==> config.mk <==
export PLATFORM = sky130hd
export DESIGN_NAME = sequenciador_animacao
export DESIGN_NICKNAME = d
export VERILOG_FILES = /design/src/rtl/tamagotchi_pkg.sv /design/src/rtl/sequenciador_animacao_barra_status.sv /design/src/rtl/sequenciador_animacao.sv
export SDC_FILE = /design/constraint.sdc
export NUM_CORES = 1
export LEC_CHECK = 0
export ABC_AREA = 1
export BUFFER_PORTS_ARGS = -buffer_cell sky130_fd_sc_hd__buf_4
export CAP_MARGIN = 20
export CORE_UTILIZATION = 35
export CTS_CLUSTER_DIAMETER = 80
export DETAILED_ROUTE_END_ITERATION = 8
export PLACE_DENSITY = 0.63
export SETUP_SLACK_MARGIN = 0.2
export SLEW_MARGIN = 20
export SYNTH_ARGS = -nofsm -noshare
export SYNTH_HDL_FRONTEND = slang
export SYNTH_HIERARCHICAL = 1
export SYNTH_SLANG_ARGS = --single-unit
export TNS_END_PERCENT = 5
==> constraint.sdc <==
create_clock -name clk -period 3.3 [get_ports clk]
set_input_delay 0.495 -clock clk [delete_from_list [all_inputs] [get_ports clk]]
set_output_delay 0.495 -clock clk [all_outputs]
set_load 0.01 [all_outputs]
==> src/rtl/tamagotchi_pkg.sv <==
// Shared constants for the animation sequencer: estado encodings, per-animation
// frame counts, ROM layout, bar segment bytes and the sequencer state type.
package tamagotchi_pkg;

  localparam int unsigned N_ANIM_PKG  = 5;
  localparam int unsigned FRAME_BYTES = 1024;
  localparam int unsigned ROM_AW      = 15;   // 30 frames x 1024 bytes

  typedef enum logic [4:0] {
    IDLE       = 5'b00001,
    DORMINDO   = 5'b00010,
    COMENDO    = 5'b00100,
    DANDO_AULA = 5'b01000,
    MORTO      = 5'b10000
  } estado_e;

  localparam int unsigned FRAMES    [N_ANIM_PKG] = '{6, 4, 4, 8, 8};
  localparam int unsigned ANIM_BASE [N_ANIM_PKG] = '{0, 6144, 10240, 14336, 22528};

  localparam logic [7:0] BAR_FULL = 8'hEE;
  localparam logic [7:0] BAR_HALF = 8'hE0;

  typedef enum logic {
    SEQ_HOLD,
    SEQ_ADVANCE
  } seq_state_e;

  // Frame image contents: each 1 KiB frame gets a distinct, address-derived
  // pattern so animation/frame selection is observable on data_out.
  function automatic logic [7:0] rom_byte(input logic [ROM_AW-1:0] addr);
    return {addr[14:10], 3'b000} ^ addr[7:0] ^ {6'b000000, addr[9:8]};
  endfunction

endpackage

==> src/rtl/sequenciador_animacao_barra_status.sv <==
// barra_status: combinational segment byte for one status-bar column.
// level is expected already clamped to 0..100; col 1..5 are the segments.
module barra_status
  import tamagotchi_pkg::*;
(
  input  logic [6:0] level,
  input  logic [2:0] col,
  output logic [7:0] pattern
);

  logic [7:0] full_thr;
  logic [7:0] half_thr;

  // Segment c is full above 110-20c, half above 100-20c, otherwise dark.
  always_comb begin
    full_thr = 8'd0;
    half_thr = 8'd0;
    pattern  = 8'h00;
    if (col >= 3'd1 && col <= 3'd5) begin
      full_thr = 8'd110 - 8'd20 * {5'd0, col};
      half_thr = 8'd100 - 8'd20 * {5'd0, col};
      if ({1'b0, level} > full_thr)
        pattern = BAR_FULL;
      else if ({1'b0, level} > half_thr)
        pattern = BAR_HALF;
    end
  end

endmodule

==> src/rtl/sequenciador_animacao.sv <==
// sequenciador_animacao: streams OLED frame bytes for the active animation,
// switching/advancing frames only at frame_start, with runtime status bars
// overlaid. Optional feature macro: BAR_BLINK_EN (low bars blink per advance).
module sequenciador_animacao
  import tamagotchi_pkg::*;
#(
  parameter int unsigned       N_ANIM      = 5,
  parameter int unsigned       MAX_FRAMES  = 8,
  parameter int unsigned       FRAME_TICKS = 8388608,
  parameter logic [N_ANIM-1:0] LOOP_MASK   = 5'b01111,
  parameter int unsigned       N_BARS      = 3,
  parameter int unsigned       BAR_ROW0    = 8,
  localparam int unsigned      FRAME_W     = $clog2(MAX_FRAMES)
) (
  input  logic                  clk,
  input  logic                  rst_n,
  input  logic                  frame_start,
  input  logic                  byte_req,
  input  logic [9:0]            byte_idx,
  input  logic [N_ANIM-1:0]     estado,
  input  logic [7*N_BARS-1:0]   levels,
  output logic [7:0]            data_out,
  output logic                  data_valid,
  output logic [FRAME_W-1:0]    frame_idx,
  output logic                  anim_done
);

  localparam int unsigned ANIM_W = $clog2(N_ANIM);
  localparam int unsigned TICK_W = (FRAME_TICKS > 1) ? $clog2(FRAME_TICKS) : 1;
  localparam logic [TICK_W-1:0] TICK_LAST = TICK_W'(FRAME_TICKS - 1);

  logic [TICK_W-1:0]  tick_cnt;
  logic               tick_wrap;
  logic [ANIM_W-1:0]  req_anim;
  logic               hot_found;
  logic               hot_multi;

  seq_state_e         state, state_nxt;
  logic [ANIM_W-1:0]  anim_q, anim_nxt;
  logic [FRAME_W-1:0] frame_nxt, frame_inc, last_frame;
  logic               done_nxt;

  logic [6:0]         grp;
  logic [2:0]         col;
  logic               bar_hit;
  logic [6:0]         bar_level;
  logic [7:0]         bar_pattern;
  logic               bar_blank;
  logic [ROM_AW-1:0]  rom_addr;
  logic [7:0]         rom_q;
  logic [7:0]         ovl_q;
  logic               ovl_sel;

  assign tick_wrap = (tick_cnt == TICK_LAST);

  // Free-running frame-period counter.
  always_ff @(posedge clk or negedge rst_n) begin
    if (!rst_n)         tick_cnt <= '0;
    else if (tick_wrap) tick_cnt <= '0;
    else                tick_cnt <= tick_cnt + 1'b1;
  end

  // One-hot estado decode; zero or multi-hot falls back to animation 0.
  always_comb begin
    req_anim  = '0;
    hot_found = 1'b0;
    hot_multi = 1'b0;
    for (int unsigned a = 0; a < N_ANIM; a++) begin
      if (estado[a]) begin
        if (hot_found) hot_multi = 1'b1;
        hot_found = 1'b1;
        req_anim  = ANIM_W'(a);
      end
    end
    if (!hot_found || hot_multi) req_anim = '0;
  end

  assign last_frame = FRAME_W'(FRAMES[anim_q] - 1);
  assign frame_inc  = frame_idx + 1'b1;

  // Sequencer state: SEQ_ADVANCE holds a pending advance until a frame_start
  // consumes it; a wrap coinciding with frame_start is consumed immediately.
  always_comb begin
    state_nxt = state;
    anim_nxt  = anim_q;
    frame_nxt = frame_idx;
    done_nxt  = anim_done;
    if (tick_wrap) state_nxt = SEQ_ADVANCE;
    if (frame_start) begin
      state_nxt = SEQ_HOLD;
      if (req_anim != anim_q) begin
        anim_nxt  = req_anim;
        frame_nxt = '0;
        done_nxt  = 1'b0;
      end else if (state == SEQ_ADVANCE || tick_wrap) begin
        if (LOOP_MASK[anim_q]) begin
          frame_nxt = (frame_idx == last_frame) ? '0 : frame_inc;
        end else if (frame_idx != last_frame) begin
          frame_nxt = frame_inc;
          done_nxt  = (frame_inc == last_frame);
        end else begin
          done_nxt  = 1'b1;
        end
      end
    end
  end

  // Sequencer registers.
  always_ff @(posedge clk or negedge rst_n) begin
    if (!rst_n) begin
      state     <= SEQ_HOLD;
      anim_q    <= '0;
      frame_idx <= '0;
      anim_done <= 1'b0;
    end else begin
      state     <= state_nxt;
      anim_q    <= anim_nxt;
      frame_idx <= frame_nxt;
      anim_done <= done_nxt;
    end
  end

  assign grp = byte_idx[9:3];
  assign col = byte_idx[2:0];

  // Bar hit test and level select (clamped to 100) for the requested byte.
  always_comb begin
    bar_hit   = 1'b0;
    bar_level = '0;
    for (int unsigned b = 0; b < N_BARS; b++) begin
      if (32'(grp) >= BAR_ROW0 + 10 * b && 32'(grp) <= BAR_ROW0 + 10 * b + 4 &&
          col >= 3'd1 && col <= 3'd5) begin
        bar_hit   = 1'b1;
        bar_level = levels[7*b +: 7];
      end
    end
    if (bar_level > 7'd100) bar_level = 7'd100;
  end

  barra_status u_barra (
    .level   (bar_level),
    .col     (col),
    .pattern (bar_pattern)
  );

`ifdef BAR_BLINK_EN
  logic blink_off;
  logic adv_take;

  assign adv_take = frame_start && (req_anim == anim_q) &&
                    (state == SEQ_ADVANCE || tick_wrap);

  // Blink phase flips on every consumed advance; starts visible.
  always_ff @(posedge clk or negedge rst_n) begin
    if (!rst_n)        blink_off <= 1'b0;
    else if (adv_take) blink_off <= ~blink_off;
  end

  assign bar_blank = blink_off && (bar_level < 7'd20);
`else
  assign bar_blank = 1'b0;
`endif

  assign rom_addr = ROM_AW'(ANIM_BASE[anim_q] + FRAME_BYTES * 32'(frame_idx) + 32'(byte_idx));

  // ROM read and overlay decision registered together; outputs hold between requests.
  always_ff @(posedge clk or negedge rst_n) begin
    if (!rst_n) begin
      rom_q      <= '0;
      ovl_q      <= '0;
      ovl_sel    <= 1'b0;
      data_valid <= 1'b0;
    end else begin
      data_valid <= byte_req;
      if (byte_req) begin
        rom_q   <= rom_byte(rom_addr);
        ovl_sel <= bar_hit;
        ovl_q   <= bar_blank ? 8'h00 : bar_pattern;
      end
    end
  end

  assign data_out = ovl_sel ? ovl_q : rom_q;

endmodule

==> results of run 1 <==
[through the flow]
stage | util [%] | hold slack [ns]
detailed placement | 40.76 | 0.4684
CTS | 41.75 | 0.2227
global route | 41.75 | 0.2426
floorplan | - | 0.1994
global placement | 40.76 | 0.4677
finish | 41.75 | 0.2026
[flip-flops by register name (all words and copies together), names as in the netlist]
signal	cells
tick_cnt	23
ovl_q	8
rom_q	8
anim_q	3
frame_idx	3
anim_done	1
data_valid	1
ovl_sel	1
state	1
[routing by layer]
layer / vias up / GRT usage (%)
met5: - / 0
li1: 1658 / -
met1: 1454 / 19.26
met2: 66 / 25.73
met3: 11 / 2.433
met4: 0 / 5.231
[logic make-up (layout without fill, tap and decap cells)]
| family | count (synthesis) | after routing | share of synthesized area (%) |
|---|---|---|---|
| fa+ha+maj | 22 | 22 | 7.856 |
| buf+inv | 90 | 138 | 9.820 |
| other cells | 1 | 2 | 0.1015 |
| simple gates | 242 | 242 | 32.78 |
| flops | 49 | 49 | 33.19 |
| xor+xnor | 31 | 31 | 7.348 |
| compound gates | 55 | 55 | 8.907 |
[final cells by class]
class | instances | area (um^2)
inverter | 78 | 292.8
sequential | 49 | 1226
clock inverter | 1 | 5.005
fill | 1069 | 5987
tap | 136 | 170.2
timing repair buffer | 52 | 390.4
multi-input combinational | 352 | 2110
clock buffer | 7 | 96.34
[power by group through the flow]
stage	clock (mW)	sequential (mW)	combinational, mW
final	0.387	0.705	0.487
after global routing	0.431	0.715	0.556
after CTS	0.402	0.706	0.496
after detailed placement	0	0.716	0.495
after global placement	0	0.714	0.482
after floorplan	0	0.708	0.311
[cells in the mapped netlist, drive strengths merged]
master,number,area [um^2]
dfrtp,49,1226
a21oi,13,76.33
or2,2,15.02
nor2,39,191.4
nor3,13,91.34
ha,20,250.2
clkbuf,5,20.01
nor4,3,18.77
nand4,13,93.84
xor2,18,157.7
a31oi,1,6.260
nor3b,3,27.52
a211o,1,8.760
and2,1,6.260
o22ai,1,6.260
o211ai,2,20.02
clkinv,2,7.510
nand2,123,506.7
inv,76,285.3
o21ai,33,168.9
conb,1,3.750
nand3,45,260.3
fa,2,40.04
xnor2,13,113.9
buf,7,50.04
a21boi,3,33.78
a32oi,1,8.760
[worst max path at each step]
stage                                 to  depth (start not counted)
floorplan           ovl_q[6]$_DFFE_PN0P_                         19
global placement    ovl_q[7]$_DFFE_PN0P_                         21
detailed placement  ovl_q[6]$_DFFE_PN0P_                         19
CTS                 ovl_q[6]$_DFFE_PN0P_                         19
global route        ovl_q[7]$_DFFE_PN0P_                         21
finish              ovl_q[6]$_DFFE_PN0P_                         19
==> qor.csv, run 1 <==
stage,metric,value,unit
sta,max_freq,381.6,MHz
global_routing,overflow,0,
power_and_ir_drop,powerDensity,368.1,mW/mm^2
worst_setup_path,worstReg2RegEnd,frame_idx[0]$_DFFE_PN0P_,
min_path,hold_path.class,in -> async,
placement,dpl_cell_area,0.004189,mm^2
clock_tree,clk_pin_slew,0.09,ns
cells_and_area,layout_commonest_cell,nand2_1,
floorplanning,fp.coreArea,0.01028,mm^2
power_and_ir_drop,leakagePower,2.216,nW
worst_setup_path,crit_required,3.48,ns
worst_setup_path,startpoint,byte_idx[1],
logic_synthesis,syn_area,0.003695,mm^2
logic_synthesis,synth_seq_cells,49,
worst_setup_path,critPathBufInv,3,
global_routing,antenna_found_initial,0,
route,wl,7710,um
power_and_ir_drop,p_seq_share,44.6,%
power_and_ir_drop,ir_drop,0.0001776,V
placement,gp_congestion,0.8445,
worst_setup_path,path_class,in -> reg,
worst_setup_path,slowest_delay,0.32,ns
route,met2_length,3653,um
route,highest_layer,met4,
power_and_ir_drop,p_clk_share,24.5,%
placement,io_buffers,52,
floorplanning,die_area,0.01097,mm^2
floorplanning,io_pins,53,
logic_synthesis,syn_avg_cell_area,7.540,um^2
route,drc,2,
global_routing,first_global_vias,3149,
sta,drv_slew,0,
worst_setup_path,path_max_fanout,10,
sta,finalWorstSetupSlack,0.6794,ns
run,cap_violations,0,
floorplanning,start_util,35.95,%
route,wl_met3,252,um
worst_setup_path,worst-r2r-setup-slack,1.42,ns
route,drt_first_pass_iters,7,
worst_setup_path,r2r_cells,9,
worst_setup_path,cp-end-kind,register,
route,vias,3189,
route,postRouteAntennaNets,0,
placement,dpl.hpwl,6180,um
run_status,status,finished with violations,
cells_and_area,area_delta_synth_final,16.12,%
route,wl_met1,3674,um
placement,pre_cts_ws,0.3058,ns
clock_tree,cts_tree,yes,
clock_tree,clk_latency,0.30,ns
logic_synthesis,netlist_instances,490,
power_and_ir_drop,p_comb_share,30.9,%
cells_and_area,fin_cells,675,
clock_tree,root_buffer,clkbuf_8,
sta,hold_violations,0,
clock_tree,cts_setup_buffers,0,
sta,slew_headroom,58.79,%
run_status,violations,design-rule violations,
global_routing,grt_max_degree,50,
sta,period_needed,2.621,ns
clock_tree,cts_buffers,5,
logic_synthesis,ys_warn_count,6,
worst_setup_path,critPathTopFamily,simple AND/OR/NAND/NOR gates,
sta,rsz0062_at_grt,false,
sta,finClkSkew,0.005471,ns
power_and_ir_drop,switching_share,33.07,%
floorplanning,dieHeight,104.7,um
worst_setup_path,crit_chain,buf_4 -> nand2_1 -> a21boi_4 -> nand2_4 -> nor2_4 -> inv_2 -> nor2_1 -> nor2_1 -> nor2_4 -> nand2_2 -> nand3_1 -> inv_1 -> ha_1 -> nor3b_1 -> a21oi_1 -> nand3_1 -> nand2_1 -> nand2_1 -> o21ai_0,
placement,dp_cells,667,
worst_setup_path,cp-start-kind,input pin,
clock_tree,cts_resized,0,
worst_setup_path,worstPathArrival,2.80,ns
clock_tree,h-tree-depth,2,
global_routing,grtUsageTotal,15.08,%
worst_setup_path,crit_slowest_cell,a21boi_4,
floorplanning,die_x,104.7,um
route,wl_per_cell,11.42,um
route,drtIter0Drc,129,
sta,period_share,79.41,%
power_and_ir_drop,finalPower,1.579,mW
sta,worst_pin_slew,0.6182,ns
clock_tree,cts_max_path_buffers,2,
worst_setup_path,crit_top_cell,nand2_1,
logic_synthesis,seq_area_frac_synth,33.19,%
floorplanning,rows,37,
sta,setup_tns,0,ns
cells_and_area,diodes,0,
power_and_ir_drop,p_switching,522.3,uW
global_routing,grt_pass1_wl,13680,um
power_and_ir_drop,p_int,1.057,mW
cells_and_area,final_cell_mix,"111 x nand2_1, 73 x inv_1, 52 x buf_4",
worst_setup_path,r2r_start,anim_q[2]$_DFFE_PN0P_,
logic_synthesis,yosys.cell_types.count,45,
cells_and_area,drive_gt1_share,19.48,%
cells_and_area,design_area,0.004290,mm^2
route,via_per_inst,4.724,
sta,finalSetupViolCount,0,
clock_tree,cts_hold_buffers,0,
clock_tree,cts_num_sinks,49,
cells_and_area,final_nets,600,
Note: power is estimated with default switching activity, not from simulation.
==> run 2, diff against run 1 <==
Settings changed: ABC_AREA 1 to 0, PLACE_DENSITY 0.63 to 0.64.
Clock period 3.3 ns to 2.7 ns, I/O delays scaled along.
==> qor.csv, run 2 <==
stage,metric,value,unit,change
placement,dpl_cell_area,0.003969,mm^2,-5.3%
logic_synthesis,synth_edf_count,0,,unchanged
sta,finalSetupViolCount,6,,+6
global_routing,grtUsageTotal,16.04,%,+0.96 points
logic_synthesis,synth_top_area_cell,dfrtp_1,,
clock_tree,cts_tree,yes,,
power_and_ir_drop,finalPower,1.813,mW,+15%
logic_synthesis,ys_top_cells_by_area,"dfrtp_1 38%, xnor2_1 7.9%, ha_1 7.7%, mux2_2 7.7%, nor2_1 3.7%",,
logic_synthesis,syn_area,0.003233,mm^2,-12%
logic_synthesis,yosysMostFrequentCell,dfrtp_1,,
route,via_per_inst,5.076,,+7.4%
power_and_ir_drop,powerDensity,430.8,mW/mm^2,+17%
worst_setup_path,r2r_start,anim_q[0]$_DFFE_PN0P_,,
logic_synthesis,synth_commonest_cells,"49 x dfrtp_1, 32 x nor2_1, 29 x xnor2_1",,
cells_and_area,largest_register_ffs,23,,unchanged
logic_synthesis,synth_top_area_share,37.93,%,+4.7 points
clock_tree,h-tree-depth,2,,unchanged
worst_setup_path,crit_top_cell,buf_4,,
worst_setup_path,worstPathArrival,3.51,ns,+0.71 ns
worst_setup_path,worst-r2r-setup-slack,0.50,ns,-0.92 ns
sta,period_needed,3.318,ns,
run_status,violations,"design-rule violations, negative setup slack",,
global_routing,first_global_vias,2753,,-13%
worst_setup_path,path_max_fanout,8,,-2
sta,fin_hold_ws,0.1236,ns,-0.07902 ns
worst_setup_path,worstReg2RegEnd,frame_idx[2]$_DFFE_PN0P_,,
cells_and_area,final_cell_mix,"89 x buf_4, 49 x dfrtp_1, 31 x nor2_1",,
clock_tree,cts_max_path_buffers,2,,unchanged
clock_tree,cts_num_sinks,49,,unchanged
cells_and_area,drive_gt1_share,33.25,%,+14 points
worst_setup_path,crit_chain,buf_6 -> or2_4 -> or4_4 -> buf_4 -> a21oi_4 -> buf_4 -> a222oi_1 -> buf_4 -> buf_4 -> a21oi_1 -> nor4bb_4 -> nand4_1 -> nand2_1 -> a211oi_2 -> a41o_1 -> mux2_4,,
worst_setup_path,path_class,in -> reg,,
worst_setup_path,crit_required,2.89,ns,-0.59 ns
global_routing,grt_max_degree,50,,unchanged
route,wl_per_cell,13.67,um,+20%
sta,drv_slew,0,,unchanged
logic_synthesis,syn_avg_cell_area,9.797,um^2,+30%
placement,io_buffers,52,,unchanged
floorplanning,start_util,36.54,%,+0.59 points
route,drtIter0Drc,73,,-43%
cells_and_area,design_area,0.004208,mm^2,-1.9%
logic_synthesis,synth-main-ff-cell,dfrtp_1,,
worst_setup_path,slowest_delay,0.48,ns,+0.16 ns
worst_setup_path,critPathTopFamily,simple AND/OR/NAND/NOR gates,,
route,drt_first_pass_iters,6,,-1
sta,slew_headroom,58.38,%,-0.40 points
clock_tree,clk_pin_slew,0.10,ns,about the same
cells_and_area,final_nets,479,,-20%
sta,finClkSkew,0.01185,ns,+0.006375 ns
floorplanning,fp.coreArea,0.008848,mm^2,-14%
worst_setup_path,r2r_cells,6,,-3
cells_and_area,diodes,0,,unchanged
placement,dpl.hpwl,5513,um,-11%
logic_synthesis,async_reset_ff_share,100.0,%,unchanged
floorplanning,io_pins,53,,unchanged
sta,hold_violations,0,,unchanged
cells_and_area,fin_cells,526,,-22%
floorplanning,rows,34,,-8.1%
min_path,hold_path.class,in -> async,,
power_and_ir_drop,ir_drop,0.0002750,V,+55%
route,wl,7190,um,-6.7%
logic_synthesis,ys_warn_count,6,,unchanged
run_status,status,finished with violations,,
clock_tree,cts_buffers,5,,unchanged
worst_setup_path,crit_slowest_cell,or4_4,,
floorplanning,die_x,98.11,um,-6.3%
clock_tree,cts_hold_buffers,0,,unchanged
logic_synthesis,seq_area_frac_synth,37.93,%,+4.7 points
route,postRouteAntennaNets,0,,unchanged
power_and_ir_drop,leakagePower,1.993,nW,-10%
cells_and_area,layout_commonest_cell,buf_4,,
logic_synthesis,synth_seq_cells,49,,unchanged
clock_tree,root_buffer,clkbuf_8,,
sta,worst_pin_slew,0.6242,ns,+0.006030 ns
sta,period_share,122.9,%,
sta,finalWorstSetupSlack,-0.6185,ns,-1.298 ns
run,cap_violations,0,,unchanged
sta,rsz0062_at_grt,true,,
global_routing,antenna_found_initial,0,,unchanged
worst_setup_path,cp-end-kind,register,,
logic_synthesis,netlist_instances,330,,-33%
floorplanning,die_area,0.009626,mm^2,-12%
cells_and_area,top_regs,"tick_cnt: 23 flops, ovl_q: 8 flops, rom_q: 8 flops",,
global_routing,grt_pass1_wl,12640,um,-7.6%
placement,gp_congestion,0.8837,,+4.6%
cells_and_area,regMostFlops,tick_cnt,,
route,vias,2670,,-16%
floorplanning,dieHeight,98.11,um,-6.3%
sta,max_freq,301.3,MHz,
logic_synthesis,yosys.cell_types.count,48,,+6.7%
worst_setup_path,cp-start-kind,input pin,,
cells_and_area,nFillCells,828,,-23%
route,drc,2,,unchanged
global_routing,overflow,0,,unchanged
placement,dp_cells,515,,-23%
clock_tree,clk_latency,0.30,ns,about the same
cells_and_area,area_delta_synth_final,30.15,%,
worst_setup_path,critPathBufInv,5,,+2
[run 2: cell count changes after synthesis, sizes merged, moves of 6 or more]
cell and change:
o21ai -26, a21oi +9, nor3 -6, mux2 +22
xnor2 +16, nand4 -7, nand2 -106, nand3 -27
nor2 -7, inv -62
[run 2: cells by family after synthesis]
logic type | Yosys count | synth area share (%)
simple gates | 117 | 19.04
buf+inv | 27 | 3.831
other cells | 1 | 0.1160
compound gates | 49 | 10.57
mux | 22 | 7.663
flops | 49 | 37.93
xor+xnor | 43 | 11.88
fa+ha+maj | 22 | 8.978
[run 2: per-layer routing]
layer / global-route usage (%) / share of wire (%) / vias to the layer above
li1: - / - / 1344
met1: 21.45 / 48 / 1273
met2: 26.87 / 49 / 45
met3: 2.291 / 2.5 / 8
met4: 4.779 / 1.3 / 0
met5: 0 / 0 / -
[run 2: metrics by stage]
stage          util (%)  setup WS (ns)  setup TNS, ns
6_report          47.55        -0.6185         -3.347
5_1_grt           47.55        -0.8124         -4.484
4_1_cts           47.45        -0.6091         -3.301
3_5_place_dp      44.85         -1.091         -6.209
3_3_place_gp      44.85        -0.9636         -5.489
2_1_floorplan         -        -0.9928         -5.128
[run 2: final cells by class]
cell class              instances  area, um^2  area share, %
inverters                      14       52.55          1.249
well taps                     108       135.1          3.211
clock buffers                   5       68.82          1.635
flip-flops and latches         49        1226          29.14
clock inverters                 3       46.29          1.100
repair buffers                 92       701.9          16.68
multi-input cells             255        1977          46.98
[run 2: worst max-delay path by stage]
stage / from / end / slack (ns) / cells after the start
3_5_place_dp: byte_idx[4] / ovl_q[6]$_DFFE_PN0P_ / -1.09 / 15
4_1_cts: byte_idx[5] / ovl_q[7]$_DFFE_PN0P_ / -0.61 / 15
2_1_floorplan: byte_idx[4] / ovl_q[6]$_DFFE_PN0P_ / -0.99 / 15
5_1_grt: byte_idx[5] / ovl_q[6]$_DFFE_PN0P_ / -0.81 / 15
6_report: byte_idx[5] / ovl_q[7]$_DFFE_PN0P_ / -0.62 / 16
3_3_place_gp: byte_idx[4] / ovl_q[7]$_DFFE_PN0P_ / -0.96 / 15
[run 2: power by group]
group	leakage (nW)	internal, mW	switching [mW]
registers	0.633	0.777	0.0404
clock network	0.0543	0.277	0.248
logic	1.31	0.254	0.215
total	1.99	1.31	0.504
[run 2: repair_timing]
item / CTS / global route
resized for setup: 17 / 3
setup endpoints to repair: 6 / 7
gates cloned: 0 / 0
buffers inserted: 3 / 0
pin swaps: 13 / 6
==> run 3, diff against run 2 <==
Clock period 2.7 ns to 3.1 ns, I/O delays scaled along.
==> qor.csv, run 3 (same netlist as run 2, synthesis figures left out) <==
stage,metric,value,unit,change
global_routing,antenna_found_initial,0,,unchanged
sta,worst_pin_slew,0.6171,ns,-0.007120 ns
run_status,status,finished with violations,,
worst_setup_path,slowest_delay,0.43,ns,-0.05 ns
worst_setup_path,worstPathArrival,3.56,ns,+0.05 ns
floorplanning,io_pins,53,,unchanged
global_routing,use_met1,21.66,%,+0.21 points
cells_and_area,fin_cells,523,,-0.57%
power_and_ir_drop,powerDensity,356.1,mW/mm^2,-17%
cells_and_area,layout_commonest_cell,buf_4,,
cells_and_area,area_delta_synth_final,30.38,%,
sta,finClkSkew,0.008951,ns,-0.002894 ns
floorplanning,die_x,98.11,um,unchanged
cells_and_area,fin_util,47.64,%,+0.085 points
placement,io_buffers,52,,unchanged
sta,fin_hold_ws,0.1766,ns,+0.05301 ns
worst_setup_path,cp-end-kind,register,,
placement,dp_cells,512,,-0.58%
route,wl_per_cell,13.98,um,+2.2%
global_routing,grt_pass1_wl,12920,um,+2.2%
cells_and_area,largest_register_ffs,23,,unchanged
clock_tree,cts_tree,yes,,
placement,dpl.hpwl,5524,um,+0.20%
global_routing,use_met3,2.434,%,+0.14 points
worst_setup_path,path_class,in -> reg,,
cells_and_area,top_regs,"tick_cnt: 23 flops, ovl_q: 8 flops, rom_q: 8 flops",,
route,via_per_inst,5.023,,-1.0%
worst_setup_path,crit_required,3.29,ns,+0.40 ns
route,wl,7309,um,+1.7%
cells_and_area,final_cell_mix,"83 x buf_4, 49 x dfrtp_1, 30 x nor2_1",,
global_routing,first_global_vias,2763,,+0.36%
global_routing,grtUsageTotal,16.51,%,+0.47 points
power_and_ir_drop,leakagePower,1.973,nW,-1.0%
route,drtIter0Drc,95,,+30%
floorplanning,rows,34,,unchanged
cells_and_area,regMostFlops,tick_cnt,,
placement,gp_congestion,0.8521,,-3.6%
clock_tree,cts_buffers,5,,unchanged
worst_setup_path,crit_chain,buf_6 -> or2_4 -> or4_4 -> and2_4 -> a21o_1 -> a222oi_1 -> buf_4 -> buf_6 -> buf_6 -> a21oi_4 -> nor4bb_4 -> nand4_1 -> nand2_1 -> a211oi_2 -> a41o_1 -> mux2_4,,
clock_tree,cts_hold_buffers,0,,unchanged
worst_setup_path,cp-start-kind,input pin,,
floorplanning,die_area,0.009626,mm^2,unchanged
global_routing,grt_most_used_layer,met2,,
clock_tree,h-tree-depth,2,,unchanged
cells_and_area,design_area,0.004215,mm^2,+0.18%
clock_tree,cts_num_sinks,49,,unchanged
sta,period_share,108.7,%,
global_routing,grt_max_degree,50,,unchanged
floorplanning,start_util,36.54,%,unchanged
power_and_ir_drop,finalPower,1.501,mW,-17%
floorplanning,dieHeight,98.11,um,unchanged
worst_setup_path,crit_top_cell,buf_6,,
floorplanning,fp.coreArea,0.008848,mm^2,unchanged
clock_tree,clk_pin_slew,0.09,ns,about the same
sta,hold_violations,0,,unchanged
cells_and_area,diodes,0,,unchanged
sta,drv_slew,0,,unchanged
power_and_ir_drop,ir_drop,0.0001924,V,-30%
route,drt_first_pass_iters,7,,+1
clock_tree,clk_latency,0.30,ns,about the same
sta,slew_headroom,58.86,%,+0.47 points
route,vias,2627,,-1.6%
sta,max_freq,296.7,MHz,
run_status,violations,"design-rule violations, negative setup slack",,
min_path,hold_path.class,in -> async,,
cells_and_area,final_nets,476,,-0.63%
cells_and_area,drive_gt1_share,33.98,%,+0.72 points
sta,finalSetupViolCount,6,,unchanged
global_routing,overflow,0,,unchanged
run,cap_violations,0,,unchanged
sta,period_needed,3.371,ns,
worst_setup_path,critPathBufInv,4,,-1
clock_tree,root_buffer,clkbuf_8,,
worst_setup_path,r2r_start,anim_q[2]$_DFFE_PN0P_,,
clock_tree,cts_max_path_buffers,2,,unchanged
placement,dpl_cell_area,0.003946,mm^2,-0.57%
worst_setup_path,crit_slowest_cell,or4_4,,
sta,rsz0062_at_grt,true,,
worst_setup_path,path_max_fanout,3,,-5
global_routing,gr-usage-met2,27.95,%,+1.1 points
sta,finalWorstSetupSlack,-0.2706,ns,+0.3479 ns
worst_setup_path,startpoint,byte_idx[5],,
route,postRouteAntennaNets,0,,unchanged
route,drc,2,,unchanged
worst_setup_path,critPathTopFamily,simple AND/OR/NAND/NOR gates,,
==> run 3: final timing paths <==
check                                      endpoint  slack [ns]  cells after the start
max                            ovl_q[7]$_DFFE_PN0P_       -0.27                     16
min                          tick_cnt[17]$_DFF_PN0_        0.18                      1
max reg2reg                frame_idx[2]$_DFFE_PN0P_        0.73                      6
min reg2reg                   tick_cnt[0]$_DFF_PN0_        0.46                      1
max in group asynchronous      data_valid$_DFF_PN0_        2.51                      1
min in group clk                  state$_DFFE_PN0P_        0.39                      2
==> run 3: layout make-up <==
class	instances	area, um^2
clock buffers	6	72.57
clock inverters	2	13.76
fillers	836	4633
inverters	14	52.55
multi-input cells	255	2024
flip-flops and latches	49	1226
well taps	108	135.1
repair buffers	89	690.7
==> run 3: repair_timing <==
item	4_1_cts	5_1_grt
setup buffers	3	0
setup endpoints to repair	6	6
resized for setup	26	6
pin swaps	15	5
==> run 3: where the power goes <==
part | leakage [nW] | total (mW) | switching, mW | internal (mW)
clock | 0.0456 | 0.377 | 0.216 | 0.161
combinational | 1.29 | 0.412 | 0.191 | 0.221
sequential | 0.633 | 0.712 | 0.0353 | 0.677
total | 1.97 | 1.50 | 0.442 | 1.06
==> run 3: per-layer routing <==
layer / share of wire [%] / wire, um / vias up
met2: 48 / 3540 / 53
met3: 2.8 / 202 / 15
li1: - / - / 1322
met1: 47 / 3421 / 1237
met5: 0 / 0 / -
met4: 2.0 / 145 / 0
==> run 3: stage by stage <==
step | setup TNS (ns) | setup slack, ns
floorplan | -3.088 | -0.6528
global placement | -3.449 | -0.6237
detailed placement | -4.326 | -0.7817
CTS | -1.182 | -0.2584
global route | -2.153 | -0.4249
finish | -1.240 | -0.2706
